### src/rtl/riscv_pkg.sv
// Shared front-end definitions: fetch FSM states and instruction/PC constants.
package riscv_pkg;

    typedef enum logic [1:0] {
        FS_RESET = 2'd0,
        FS_REQ   = 2'd1,
        FS_WAIT  = 2'd2
    } fetch_state_t;

    localparam logic [31:0] NOP_INSTR = 32'h0000_0013;
    localparam logic [31:0] PC_INC    = 32'd4;

endpackage

### src/rtl/fetch_pc_next.sv
// Next-PC selection: redirect target, sequential advance, or hold.
module fetch_pc_next
    import riscv_pkg::*;
(
    input  logic [31:0] pc,
    input  logic        redirect,
    input  logic [31:0] redirect_pc,
    input  logic        advance,
    output logic [31:0] pc_next
);

    // Redirect outranks the sequential step; targets are forced word-aligned.
    always_comb begin
        pc_next = pc;
        if (redirect) begin
            pc_next = redirect_pc & 32'hFFFF_FFFC;
        end else if (advance) begin
            pc_next = pc + PC_INC;
        end
    end

endmodule

### src/rtl/fetch_ctrl.sv
// Instruction-fetch sequencer: owns the PC, issues one outstanding imem
// request at a time and holds the fetched instruction in the IF/ID slot.
module fetch_ctrl
    import riscv_pkg::*;
#(
    parameter logic [31:0] RESET_PC = 32'h0000_0000
) (
    input  logic        clk,
    input  logic        rst,
    input  logic        stall_i,
    input  logic        redirect_i,
    input  logic [31:0] redirect_pc_i,
    output logic        imem_req_o,
    output logic [31:0] imem_addr_o,
    input  logic        imem_gnt_i,
    input  logic        imem_rvalid_i,
    input  logic [31:0] imem_rdata_i,
    output logic        if_valid_o,
    output logic [31:0] if_instr_o,
    output logic [31:0] if_pc_o
);

    fetch_state_t state, state_next;
    logic [31:0]  pc, pc_next;
    logic         kill, kill_next;
    logic         out_valid;
    logic [31:0]  out_instr;
    logic [31:0]  out_pc;

    logic         req;
    logic         granted;
    logic         resp;
    logic         accept;

    assign granted = req && imem_gnt_i;
    assign resp    = (state == FS_WAIT) && imem_rvalid_i;
    assign accept  = resp && !kill;

    fetch_pc_next u_pc_next (
        .pc          (pc),
        .redirect    (redirect_i),
        .redirect_pc (redirect_pc_i),
        .advance     (accept),
        .pc_next     (pc_next)
    );

    // State, PC and kill-flag registers.
    always_ff @(posedge clk) begin
        if (rst) begin
            state <= FS_RESET;
            pc    <= RESET_PC;
            kill  <= 1'b0;
        end else begin
            state <= state_next;
            pc    <= pc_next;
            kill  <= kill_next;
        end
    end

    // Next-state and kill tracking; a redirect poisons any in-flight response.
    always_comb begin
        state_next = state;
        kill_next  = kill;
        case (state)
            FS_RESET: state_next = FS_REQ;
            FS_REQ: begin
                if (granted) begin
                    state_next = FS_WAIT;
                end
            end
            FS_WAIT: begin
                if (imem_rvalid_i) begin
                    state_next = FS_REQ;
                    kill_next  = 1'b0;
                end
            end
            default: state_next = FS_RESET;
        endcase
        if (redirect_i && (granted || ((state == FS_WAIT) && !imem_rvalid_i))) begin
            kill_next = 1'b1;
        end
    end

    // Request only when the response is guaranteed a free slot to land in.
    always_comb begin
        req = 1'b0;
        if (state == FS_REQ) begin
            req = !out_valid || !stall_i;
        end
    end

    // Output slot: redirect flushes, a fresh response loads, otherwise ID drains it.
    always_ff @(posedge clk) begin
        if (rst) begin
            out_valid <= 1'b0;
            out_instr <= NOP_INSTR;
            out_pc    <= 32'h0000_0000;
        end else if (redirect_i) begin
            out_valid <= 1'b0;
        end else if (accept) begin
            out_valid <= 1'b1;
            out_instr <= imem_rdata_i;
            out_pc    <= pc;
        end else if (out_valid && !stall_i) begin
            out_valid <= 1'b0;
        end
    end

    assign imem_req_o  = req;
    assign imem_addr_o = pc;
    assign if_valid_o  = out_valid;
    assign if_instr_o  = out_instr;
    assign if_pc_o     = out_pc;

endmodule

### config.mk
export PLATFORM = sky130hd
export DESIGN_NAME = fetch_ctrl
export DESIGN_NICKNAME = d
export VERILOG_FILES = /design/src/rtl/riscv_pkg.sv /design/src/rtl/fetch_pc_next.sv /design/src/rtl/fetch_ctrl.sv
export SDC_FILE = /design/constraint.sdc
export NUM_CORES = 1
export LEC_CHECK = 0
export ABC_AREA = 1
export CORE_MARGIN = 2
export CORE_UTILIZATION = 40
export DETAILED_ROUTE_END_ITERATION = 16
export GPL_TIMING_DRIVEN = 0
export HOLD_SLACK_MARGIN = 0.15
export MAX_ROUTING_LAYER = met4
export PLACE_DENSITY = 0.76
export SLEW_MARGIN = 20
export SYNTH_ARGS = -nofsm -noshare
export SYNTH_HDL_FRONTEND = slang
export SYNTH_SLANG_ARGS = --single-unit
export TNS_END_PERCENT = 20
### constraint.sdc
create_clock -name clk -period 1.45 [get_ports clk]
set_clock_uncertainty 0.05 [all_clocks]
set_input_delay 0.2175 -clock clk [delete_from_list [all_inputs] [get_ports clk]]
set_output_delay 0.2175 -clock clk [all_outputs]
set_load 0.01 [all_outputs]
== Yosys cells after proc, flatten, opt, wreduce, memory -nomap -nowiden ==
Cells that the tools add are included.

* Output and inout port bits: 98
* Logic and storage cells: 45
* Register bits after elaboration: 100
* Bits of input ports: 70

* Add/subtract/negate cells: 1
* Muxes and demuxes: 11
* Reduce and logical (&&, ||, !) cells: 21
* Equality and inequality tests: 4
* Bitwise operators: 1

{| class="wikitable"
|+ Operators by type and width
! cell !! number
|-
| two-way mux 32 bit || 2
|-
| adder 32 x 3 -> 32 bit (second input constant) || 1
|-
| nonzero test 2 bit || 4
|-
| logical AND 1 bit || 6
|-
| two-way mux 1 bit || 6
|-
| one-hot mux 2 bit (3 select lines) || 1
|-
| AND reduction 2 bit || 3
|-
| zero test 1 bit || 4
|-
| two-way mux 2 bit || 2
|-
| != test 2 bit (second input constant) || 2
|-
| == test 2 x 1 -> 1 bit (second input constant) || 1
|-
| == test 2 bit (second input constant) || 1
|-
| zero test 2 bit || 1
|-
| logical OR 1 bit || 2
|-
| OR reduction 2 bit || 1
|-
| NOT 1 bit || 1
|}

== Depth between registers and ports, before layout ==
* Word-level depth: 8
* Depth in mapped cells: 12
* Depth with buffers taken out: 12

== Hierarchy ==
A second synthesis with hierarchy kept.

* Cells, all modules: 916
* Area total of the unflattened synthesis: 5542.8 um^2

{| class="wikitable"
|+ Modules (own cells, without submodules)
! module !! area an instance (um^2) !! instances !! cells an instance !! seq. area each (um^2)
|-
| fetch_ctrl || 4320.4 || 1 || 657 || 2001.9
|-
| fetch_pc_next || 1222.4 || 1 || 259 || 0.0
|}

== Worst setup path before layout ==
Ideal clock, no wire load.

* Path type: reg2reg
* Start: register pc[2] (netlist: imem_addr_o[2])
* End: register pc[16] (netlist: imem_addr_o[16])
* Cell stages (with the launch flop): 11
* Library setup time: 0.109 ns
* Required time: 1.291 ns
* Clock period less this slack: 1.544 ns
* Path slack: -0.094 ns
* Arrival time: 1.385 ns
* Path buffers: 0
* Path through: dfxtp_1 -> ha_1 -> nand2_2 -> nor2_4 -> nand3_2 -> nor2_2 -> nand2_1 -> nand3_1 -> nand3_1 -> nand2_1 -> inv_1

* Word-level cells in the longest chain between the ends: 3

{| class="wikitable"
|+ RTL lines
! element !! RTL line !! source
|-
| from (decl) || fetch_ctrl.sv:24 || <nowiki>logic [31:0] pc, pc_next;</nowiki>
|-
| from (signal assigned) || fetch_ctrl.sv:55 || <nowiki>pc <= pc_next;</nowiki>
|-
| adder 32 x 3 -> 32 bit || fetch_pc_next.sv:18 || <nowiki>pc_next = pc + PC_INC;</nowiki>
|-
| two-way mux 32 bit || fetch_pc_next.sv:17 || <nowiki>end else if (advance) begin</nowiki>
|-
| two-way mux 32 bit || fetch_pc_next.sv:15 || <nowiki>if (redirect) begin</nowiki>
|}

Every way passes these cells. The select of a mux whose other input is x is not followed.
A chain may end at the register's enable or synchronous reset.

== Worst setup path in the final report ==
* Start: register pc[2] (netlist: imem_addr_o[2])
* End: register pc[8] (netlist: imem_addr_o[8])

Same word-level chain as after synthesis.

==> impl_metrics.yaml <==
setup_path:
  rr_endpoint: "imem_addr_o[8]"
  start_kind: "flop"
  reg2regPathDepth: 10
  worstPathRequired_ns: 1.63
  crit_type: "flop to flop"
  reg2reg_slack_ns: -0.15
  cp.arrival_ns: 1.77
  crit_path_max_fanout: 5
  cpMaxStageDelayCell: "dfxtp_4"
  cp-end-kind: "flop"
  reg2reg_from: "imem_addr_o[2]"
  critPathMaxStageDelay_ns: 0.39
  cp_cell_sequence: "ha_4, nand2_4, nor2_4, buf_4, buf_6, nand3_2, nand2_1, nand2_1, o21ai_1, a21oi_1"
  cp_common_cell: "nand2_1"
finish:
  diodes: 0
  finalCoreUtilization_pct: 62.5
  fillers: 1037
  area_growth_pct: 54.4
  seq_area_um2: 1980
  instances_no_fill: 1000
  stdcell_area_um2: 7050
  drive_above_1_share_pct: 18.0
  multi_input_area_um2: 2380
  fin_nets: 923
placement:
  place.gp.congestion: 0.878
  hpwl_um: 10800
  io_buffers: 160
  post-place-cells: 961
  place_area_um2: 6390
  post-place-ws_ns: -0.605
pwr:
  p_leak_nw: 3.20
  max-vdd-ir-drop_v: 0.000671
  p_per_area_nw_per_um2: 867
  power_mw: 6.11
route:
  wl_per_cell_um: 15.5
  first_pass_iters: 5
  wirelength_um: 15500
  first_iter_violations: 408
  vias: 5098
  drc: 0
  viasPerCell: 5.10
  final_antenna_net_count: 0
min_path:
  hold_path.class: "input pin to flop"
  worstHoldEndpoint: "if_instr_o[14]"
  hold_depth: 3
  min_from: "imem_rdata_i[14]"
cts:
  cts_hold_buf: 0
  clkLatencyLatePin_ns: 0.35
  clockBufferDepth: 2
  cts.sinks: 96
  cts_root_buffer: "clkbuf_16"
  htreeDepth: 3
  cts.clk_slew.worst_paths_ns: 0.07
  cts_buffers: 9
  cts_tree: "yes"
floorplanning:
  die_h_um: 111
  rows: 39
  core_um2: 11300
  dieArea_um2: 12300
  initial_core_util_pct: 40.5
  die_w_um: 111
  ioPinCount: 168
logic_synthesis:
  yosys.area.top_type: "dfxtp_1"
  ys_top_cells_by_area: "dfxtp_1, nand2_1, a21oi_1"
  syn-cell-area_um2: 4560
  syn_avg_cell_area_um2: 6.97
  synth_cell_type_count: 37
  synth_cells: 655
  synth_warnings: 0
  netlist.area_leader.share_pct: 42.1
  yosysSeqAreaShare_pct: 42.1
  synth_seq_cells: 96
global_route:
  grt-ovfl-total: 0
  grt_pass1_wl_um: 24200
  grt_pass1_vias: 4658
  track_usage_pct: 25.2
  grt_antenna_before_repair: 0
  grt_max_degree: 17
sta:
  slew_violations: 0
  setup-tns-final_ns: -1.43
  fin_crit_ns: 1.60
  hold_viol: 0
  worst_slack_ns: -0.146
  slew_headroom_pct: 55.2
  finalCritPeriodShare_pct: 110
  clock.fmax_ghz: 0.626
  holdWs_ns: 0.361
  rsz0062_at_grt: "yes"
  final-setup-viol-count: 21
  worstMarginPinSlew_ns: 0.672
status:
  violations: "setup timing"
  status: "finished, violations left"
job:
  max_cap_violations: 0
-- per-layer routing --
layer	GRT usage (%)	up-vias	share of wire [%]
met1	33.4	2348	45
met5	-	-	0
li1	-	2485	-
met4	8.08	0	2.1
met3	3.66	30	7.2
met2	39.8	235	46
-- worst max-delay path by stage --
stage	to	depth (start not counted)	startpoint
detailed placement	imem_addr_o[17]	4	rst
CTS	imem_addr_o[25]	10	imem_addr_o[3]
floorplan	imem_addr_o[22]	9	imem_addr_o[10]
global route	imem_addr_o[22]	10	imem_addr_o[2]
finish	imem_addr_o[8]	10	imem_addr_o[2]
global placement	imem_addr_o[16]	8	imem_rvalid_i
-- sequential cells by signal, summed over array words and instances, names as in the netlist --
register     cells
if_instr_o      32
if_pc_o         30
imem_addr_o     30
state            2
if_valid_o       1
kill             1
-- area by class of cell --
cell class                 instances  area share (%)
multi-input combinational        457            33.8
clock inverter                     6           0.923
tap                              143            2.54
buffer                            36            3.44
clock buffer                      10            3.55
timing repair buffer             183            24.0
inverter                          69            3.76
sequential                        96            28.0
-- power by group --
group	internal (mW)	switching, mW
sequential	2.71	0.110
clock	1.44	1.07
combinational	0.389	0.385
total	4.55	1.56
-- synthesized netlist by cell type (all sizes together) --
master and count:
nor3 10, a211oi 11, o31ai 1, clkbuf 12
nand3 30, a21boi 2, o21ai 33, nor2 69
nand4 12, dfxtp 96, clkinv 1, ha 1
buf 24, conb 1, inv 68, a31oi 6
nor3b 1, xor2 6, nand2 200, a21oi 65
nand3b 6
-- logic make-up (layout without fill, tap and decap cells) --
family | Yosys count | in the layout | share of synthesized area (%)
xor gates and xnor gates | 6 | 6 | 1.15
and+or+nand+nor | 328 | 328 | 32.3
buffers and inverters | 105 | 304 | 10.1
AOI/OAI and AO/OA | 118 | 118 | 14.0
adders and majority gates | 1 | 1 | 0.274
other | 1 | 4 | 0.0822
DFF | 96 | 96 | 42.1
-- worst max-delay path, delay by kind of cell (launching register included) --
| family | cells | cell delay [ns] |
|---|---|---|
| fa+ha+maj | 1 | 0.16 |
| compound gates | 2 | 0.20 |
| simple gates | 5 | 0.44 |
| buf+inv | 2 | 0.23 |
| flops | 1 | 0.39 |
-- timing repair --
action / 4_1_cts / 5_1_grt
cloned: 0 / 1
gates resized for setup: 156 / 37
pin swaps: 15 / 12
buffers inserted: 16 / 7
endpoints found under the setup margin: 173 / 87
-- layout by cell type (no fill, tap or decap), types with 7 or more instances in the layout --
cell             instances
a211oi_1                 8
a21oi_1                 63
buf_4                   27
buf_6                    7
clkbuf_1                 8
clkbuf_16               11
clkdlybuf4s50_1         65
dfxtp_1                 70
dfxtp_2                 17
dfxtp_4                  9
dlygate4sd2_1           94
inv_1                   62
nand2_1                188
nand3_1                 25
nand4_1                 11
nor2_1                  45
nor2_2                  11
nor2_4                  13
o21ai_0                 27
Power figures use the tool's default switching activity.
